## src/rtl/regfile_multiport.sv

```systemverilog
// Parametrised multi-port register file with write-to-read bypass, optional
// registered reads and a sequenced bulk-clear engine (one register per cycle).
module regfile_multiport #(
  parameter int WIDTH        = 32,
  parameter int ADDR_BITS    = 5,
  parameter int NUM_READ     = 2,
  parameter int NUM_WRITE    = 2,
  parameter int ZERO_REG     = 1,
  parameter int BYPASS       = 1,
  parameter int READ_LATENCY = 0
) (
  input  logic                          clk,
  input  logic                          reset,
  input  logic [NUM_READ*ADDR_BITS-1:0]  ReadRegister,
  output logic [NUM_READ*WIDTH-1:0]      ReadData,
  input  logic [NUM_WRITE*ADDR_BITS-1:0] WriteRegister,
  input  logic [NUM_WRITE*WIDTH-1:0]     WriteData,
  input  logic [NUM_WRITE-1:0]           RegWrite,
  input  logic                          clear_req,
  output logic                          busy,
  output logic                          dbgState
);

  localparam int DEPTH = 1 << ADDR_BITS;

  typedef enum logic {IDLE = 1'b0, CLEAR = 1'b1} state_t;

  state_t               state, stateNext;
  logic [ADDR_BITS-1:0] clearPtr, clearPtrNext;
  logic [WIDTH-1:0]     regs [DEPTH];
  logic [NUM_WRITE-1:0] writeAccept;
  logic [NUM_READ*WIDTH-1:0] readNow;

  // clear_req/busy handshake: clear_req is sampled only while busy=0; a
  // sampled pulse raises busy on the next cycle and it stays high for exactly
  // DEPTH cycles. Requests seen while busy=1 are discarded, never queued.

  always_comb begin
    writeAccept = '0;
    for (int w = 0; w < NUM_WRITE; w++) begin
      writeAccept[w] = RegWrite[w] && (state == IDLE) &&
                       !((ZERO_REG != 0) && (WriteRegister[w*ADDR_BITS +: ADDR_BITS] == '0));
    end
  end

  // Ascending port order makes the highest-index port win on collisions.
  always_ff @(posedge clk or posedge reset) begin
    if (reset) begin
      for (int i = 0; i < DEPTH; i++) regs[i] <= '0;
    end else if (state == CLEAR) begin
      regs[clearPtr] <= '0;
    end else begin
      for (int w = 0; w < NUM_WRITE; w++) begin
        if (writeAccept[w])
          regs[WriteRegister[w*ADDR_BITS +: ADDR_BITS]] <= WriteData[w*WIDTH +: WIDTH];
      end
    end
  end

  always_comb begin
    stateNext    = state;
    clearPtrNext = clearPtr;
    case (state)
      IDLE: begin
        clearPtrNext = '0;
        if (clear_req) stateNext = CLEAR;
      end
      CLEAR: begin
        if (clearPtr == {ADDR_BITS{1'b1}}) begin
          stateNext    = IDLE;
          clearPtrNext = '0;
        end else begin
          clearPtrNext = clearPtr + 1'b1;
        end
      end
      default: stateNext = IDLE;
    endcase
  end

  always_ff @(posedge clk or posedge reset) begin
    if (reset) begin
      state    <= IDLE;
      clearPtr <= '0;
    end else begin
      state    <= stateNext;
      clearPtr <= clearPtrNext;
    end
  end

  assign busy     = (state == CLEAR);
  assign dbgState = state;

  always_comb begin
    readNow = '0;
    for (int p = 0; p < NUM_READ; p++) begin
      readNow[p*WIDTH +: WIDTH] = regs[ReadRegister[p*ADDR_BITS +: ADDR_BITS]];
      if (BYPASS != 0) begin
        for (int w = 0; w < NUM_WRITE; w++) begin
          if (writeAccept[w] &&
              (WriteRegister[w*ADDR_BITS +: ADDR_BITS] == ReadRegister[p*ADDR_BITS +: ADDR_BITS]))
            readNow[p*WIDTH +: WIDTH] = WriteData[w*WIDTH +: WIDTH];
        end
      end
      if ((ZERO_REG != 0) && (ReadRegister[p*ADDR_BITS +: ADDR_BITS] == '0))
        readNow[p*WIDTH +: WIDTH] = '0;
    end
  end

  generate
    if (READ_LATENCY == 1) begin : gRegRead
      logic [NUM_READ*WIDTH-1:0] readQ;
      always_ff @(posedge clk or posedge reset) begin
        if (reset) readQ <= '0;
        else       readQ <= readNow;
      end
      assign ReadData = readQ;
    end else begin : gCombRead
      assign ReadData = readNow;
    end
  endgenerate

endmodule

```

## config.mk

```make
export PLATFORM = sky130hd
export DESIGN_NAME = regfile_multiport
export DESIGN_NICKNAME = d
export VERILOG_FILES = /design/src/rtl/regfile_multiport.sv
export SDC_FILE = /design/constraint.sdc
export NUM_CORES = 2
export LEC_CHECK = 0
export CAP_MARGIN = 15
export CORE_ASPECT_RATIO = 0.6
export CORE_MARGIN = 3
export CORE_UTILIZATION = 30
export CTS_BUF_LIST = sky130_fd_sc_hd__clkbuf_8
export DETAILED_ROUTE_END_ITERATION = 6
export GPL_TIMING_DRIVEN = 0
export SYNTH_ARGS = -nofsm -noshare
export SYNTH_HDL_FRONTEND = slang
export SYNTH_SLANG_ARGS = --single-unit
```

## constraint.sdc

```tcl
create_clock -name clk -period 96.7 [get_ports clk]
set_input_delay 9.67 -clock clk [delete_from_list [all_inputs] [get_ports clk]]
set_output_delay 9.67 -clock clk [all_outputs]
set_load 0.1 [all_outputs]
```

Word-level counts from Yosys, hierarchy flattened. Index checks and enable logic that the tools add are counted. W data, S select, Z words.

Output and inout port bits: 66. Word-level logic and storage cells: 102. Flip-flop bits (word level): 1030.

$lt $le $gt $ge: 8. Bitwise gates (word level): 8. Eq/ne operators: 5. Add/sub/neg operators: 1. Muxes and demuxes: 29. Reduce and logical (&&, ||, !) cells: 17.

Operators by type and width (count): $mux W1024 (4); $bwmux W1024 (2); $and A1024 B1024 Y1024 (1); $not A1024 Y1024 (1); $demux W32 S5 (3); $mux W32 (13); $bmux W32 S5 (2); $ge A6 B6 Y1 const B (5); $not A5 Y6 (5); $eq A5 B5 Y1 (4); $logic_not A5 Y1 (4); $lt A6 B1 Y1 const B (3); $logic_and A1 B1 Y1 (11); $pmux W5 S2 (1); $add A5 B1 Y5 const B (1); $eq A5 B5 Y1 const B (1); $mux W5 (1); $logic_not A1 Y1 (2); $mux W1 (2); $pmux W1 S2 (1); $not A1 Y1 (1).

Depth between registers and ports, before layout.
Depth in word-level cells: 11. Depth in mapped cells: 10. Depth with buffers taken out: 7.

Least setup slack after synthesis. Ideal clock, no wire load.

Path type: in2out. From: in WriteRegister[2]. To: out ReadData[45]. Stages on the path: 9. Path buffers: 4. Setup slack: 73859 ps. Arrival time: 13171 ps. Path through: buf_2 -> or3_1 -> clkbuf_1 -> nor3_1 -> or3_1 -> clkbuf_1 -> buf_2 -> mux2i_1 -> o21ai_0.

Word-level cells in the longest chain between the ends: 7. Elaborated cells between the ends (all ways): 8. Classes of those cells: 1 x eq/ne; 3 x mux; 4 x reduce/logical.

Ends and longest elaborated chain: start: declaration (RTL line 16) `input logic [NUM_WRITE*ADDR_BITS-1:0] WriteRegister,`; $logic_not A5 Y1 (RTL line 42) `!((ZERO_REG != 0) && (WriteRegister[w*ADDR_BITS +: ADDR_BITS] == '0));`; $logic_not A1 Y1 (RTL line 42); $logic_and A1 B1 Y1 (RTL line 41) `writeAccept[w] = RegWrite[w] && (state == IDLE) &&`; $logic_and A1 B1 Y1 * (RTL line 99) `if (writeAccept[w] &&`; $mux W32 * (2 in a row) (RTL line 99); $mux W32 * (RTL line 104) `if ((ZERO_REG != 0) && (ReadRegister[p*ADDR_BITS +: ADDR_BITS] == '0))`; end: declaration (RTL line 15) `output logic [NUM_READ*WIDTH-1:0] ReadData,`.

Mark *: on every way between the ends. The rest lies on a longest branch, timed or not.

Worst setup path in the final report.
From: in ReadRegister[1]. To: out ReadData[0].

Word-level cells in the longest chain between the ends: 7. Elaborated cells between the ends (all ways): 12. Classes of those cells: 2 x eq/ne; 6 x mux; 1 x bitwise; 3 x reduce/logical.

Ends and longest elaborated chain: start: declaration (RTL line 14) `input logic [NUM_READ*ADDR_BITS-1:0] ReadRegister,`; $not A5 Y6 (implied by the code) (RTL line 96) `readNow[p*WIDTH +: WIDTH] = regs[ReadRegister[p*ADDR_BITS +: ADDR_BITS]];`; $bmux W32 S5 (RTL line 96); $mux W32 (implied by the code) (2 in a row) (RTL line 96); $mux W32 (2 in a row) (RTL line 99); $mux W32 * (RTL line 104).

Mark *: on every way between the ends. The rest lies on a longest branch, timed or not. The select of a mux whose other input is x is not followed.

==> summary.txt <==
Post-synthesis cell type count: 61
R2R depth: 10
Post-place setup slack: 70920 ps
Slew Viols, Final: 0
Syn avg cell area: 9.36 sq um
Port bufs: 84
Async S/R FF share, synth: 100%
Mapped Nets: 7992
Worst Path Arrival: 16090 ps
Number of gates resized after cts: 0
CTS sink cnt: 1030
Worst setup path startpoint: ReadRegister[1]
Final setup viols: 0
Final Hold Viols: 0
Root Buffer: clkbuf_8
Crit path to: ReadData[0]
Chip height: 391 um
Startpoint types: input pin
Maximum vdd drop: 10.6 uV
Clk_lat worst skew: 1060 ps
First-pass GRT wire length: 680000 um
Gpl congestion: 1.02
Row Count: 140
Final setup margin: 70940 ps
Final Critical Period: 25760 ps
Vias per std cell: 6.78
Failing checks: DRC
Max Cap Violations: 0
Fmax: 0.0388 GHz
Critical R2R Capture: regs[833]$_DFF_PP0_
Number of placed I/O pins: 155
Die area: 253000 sq um
Share of cells above drive strength 1: 14.6%
Core footprint: 244000 sq um
Nets: 8410
DR vias: 79700
CTS Buffer Depth: 4
Register area share after synthesis: 34.9%
# DRC: 1
R2r startpoint: busy$_DFF_PP0_
CTS buffer count: 199
Die X: 647 um
Area after DPL: 80500 sq um
Area Overhead vs Synth: 14.9%
Total GRT Usage: 40.2%
Gr ovfl total: 0
Max FO, Critical Path: 10
Worst Clk Skew: 93.2 ps
Worst slew pin tran: 1500 ps
Cts hold-fix bufs: 0
Final instance area: 84900 sq um
Post-Place Cells: 11300
Flop2flop setup slack: 92190 ps
Tcrit/Tclk final: 26.6%
Worst hold path class: flop to flop
Post-synth EDFFs: 0
Routed length per placed instance: 44.6 um
Seq cells post-synth: 1030
H-tree levels: 4
Outcome: complete, but fails checks
Vias in the first global route: 70900
Initial DRC count: 14400
Routed WL: 525000 um
Leakage power: 31.5 nW
Largest net degree at the start of global routing: 113
Crit Path Category: input pin to primary output
Primary FF master, synth: dfrtp_1
Post-DRT Antenna Nets: 0
RSZ-0062 raised after global routing: false
Initial core utilization: 30.3%
Pwr Density: 16.3 nW/um^2
Register clock-pin slew on the reported worst setup and hold paths: 60 ps
Worst Setup End Kind: primary output
Antenna violations before repair: 43
Setup repair bufs after CTS: 0
Hold slack: 501 ps
TNS Setup: 0 ps
DR pass1 iterations: 7
Yosys warns: 0
Non-filler cells, final: 11800
Critical Path RT: 87030 ps
Post-Syn Area: 73900 sq um
Mapped Cells: 7898
Dpl hpwl: 429000 um
CTS tree: yes
Slew margin rel.: 0.270%
[metal layers]
layer  routed length, um  global-route usage, %
met5                 597                  0.286
met4               20100                   13.7
met3               82200                   19.6
met1              236000                   60.3
met2              185000                   47.9
[cells in the mapped netlist (all sizes together) (2+ instances only)]
library cell	instances	share of area (%)
o21ai	1203	8.1
dfrtp	1030	35
a21oi	1010	6.8
clkbuf	816	4.1
mux4	544	17
nand2	541	2.7
o31ai	514	5.2
nor2	496	2.5
a22o	467	5.5
mux2i	431	5.8
buf	280	2.2
o22ai	92	0.78
o2bb2ai	64	0.76
inv	42	0.21
a221oi	39	0.46
and2	38	0.32
and3	37	0.31
o221ai	35	0.41
a31oi	32	0.27
nor3	25	0.17
nor4	22	0.21
nand3b	16	0.16
nand2b	12	0.10
nor2b	12	0.10
or3b	11	0.13
xor2	11	0.13
nand3	10	0.068
xnor2	10	0.12
a221o	8	0.11
or3	7	0.059
or2	6	0.051
ha	5	0.085
o311ai	5	0.069
nand4bb	4	0.061
or4	4	0.041
nand4	3	0.025
a211oi	2	0.027
nand4b	2	0.024
nor3b	2	0.027
nor4b	2	0.024
[sequential cells by signal (all words and copies together) (netlist names)]
| register | flops |
|---|---|
| busy | 1 |
| clearPtr | 5 |
| regs | 1024 |
[metrics by stage]
stage                     utilization [%]  power, mW
after floorplan                         -      0.702
after global placement               32.3      0.869
final                                34.8       1.38
after global routing                 34.8       1.41
after CTS                            34.6       1.36
after detailed placement             33.0      0.883
[cell type report]
type	instances	area (sq um)
fill	25100	159000
antenna	34	85.1
sequential	1030	25800
clock buffer	247	3400
tap	3266	4090
inverter	42	165
timing repair buffer	217	2800
buffer	1096	4690
multi-input combinational	5730	43400
clock inverter	97	507
[worst min-delay path by stage]
stage	end	from	cells past startpoint	slack (ps)
2_1_floorplan	regs[290]$_DFF_PP0_	regs[290]$_DFF_PP0_	2	460
3_3_place_gp	regs[860]$_DFF_PP0_	regs[860]$_DFF_PP0_	2	480
3_5_place_dp	regs[389]$_DFF_PP0_	regs[389]$_DFF_PP0_	2	490
4_1_cts	regs[389]$_DFF_PP0_	regs[389]$_DFF_PP0_	2	500
5_1_grt	regs[769]$_DFF_PP0_	regs[769]$_DFF_PP0_	1	530
6_report	regs[714]$_DFF_PP0_	regs[714]$_DFF_PP0_	2	500
[logic make-up (layout without fill, tap and decap cells)]
kind of cell | count (synthesis) | in the layout | share of synthesized area [%]
AO/OA/AOI/OAI | 3475 | 3475 | 28.7
AND/OR/NAND/NOR | 1253 | 1253 | 7.22
buffers and inverters | 1138 | 1699 | 6.51
flip-flops | 1030 | 1030 | 34.9
multiplexers | 976 | 976 | 22.4
XOR/XNOR | 21 | 21 | 0.249
adder cells (fa/ha/maj) | 5 | 5 | 0.0846
other | 0 | 34 | 0
[placed cells by master (no fill, tap or decap), types with 76 or more instances in the layout]
cell type        synthesis  layout
o21ai_0               1085    1069
inv_1                   41     100
clkbuf_1               816     791
a21oi_1               1010    1010
o22ai_1                 92      92
a22o_1                 467     467
o21ai_1                118     127
buf_2                  131     131
mux2i_1                431     431
clkdlybuf4s50_1          0      84
o31ai_1                514     512
nand2_1                541     541
mux4_2                 544     544
nor2_1                 492     482
clkbuf_8                 0     248
dfrtp_1               1030    1030
buf_1                   76      76
[power by group]
part / internal [mW] / switching, mW / leakage, nW / total (mW)
clock network: 0.237 / 0.242 / 2.26 / 0.479
logic: 0.120 / 0.293 / 14.9 / 0.413
registers: 0.457 / 0.0314 / 14.3 / 0.489
total: 0.814 / 0.566 / 31.5 / 1.38
[worst max-delay path: stages]
cell and delay [ps]:
clkdlybuf4s50_1 790, buf_2 610, buf_2 910, buf_2 650
mux4_2 450, a22o_1 200, a221oi_1 1140, o221ai_1 500
clkdlybuf4s50_1 1090
Power figures use the tool's default switching activity.
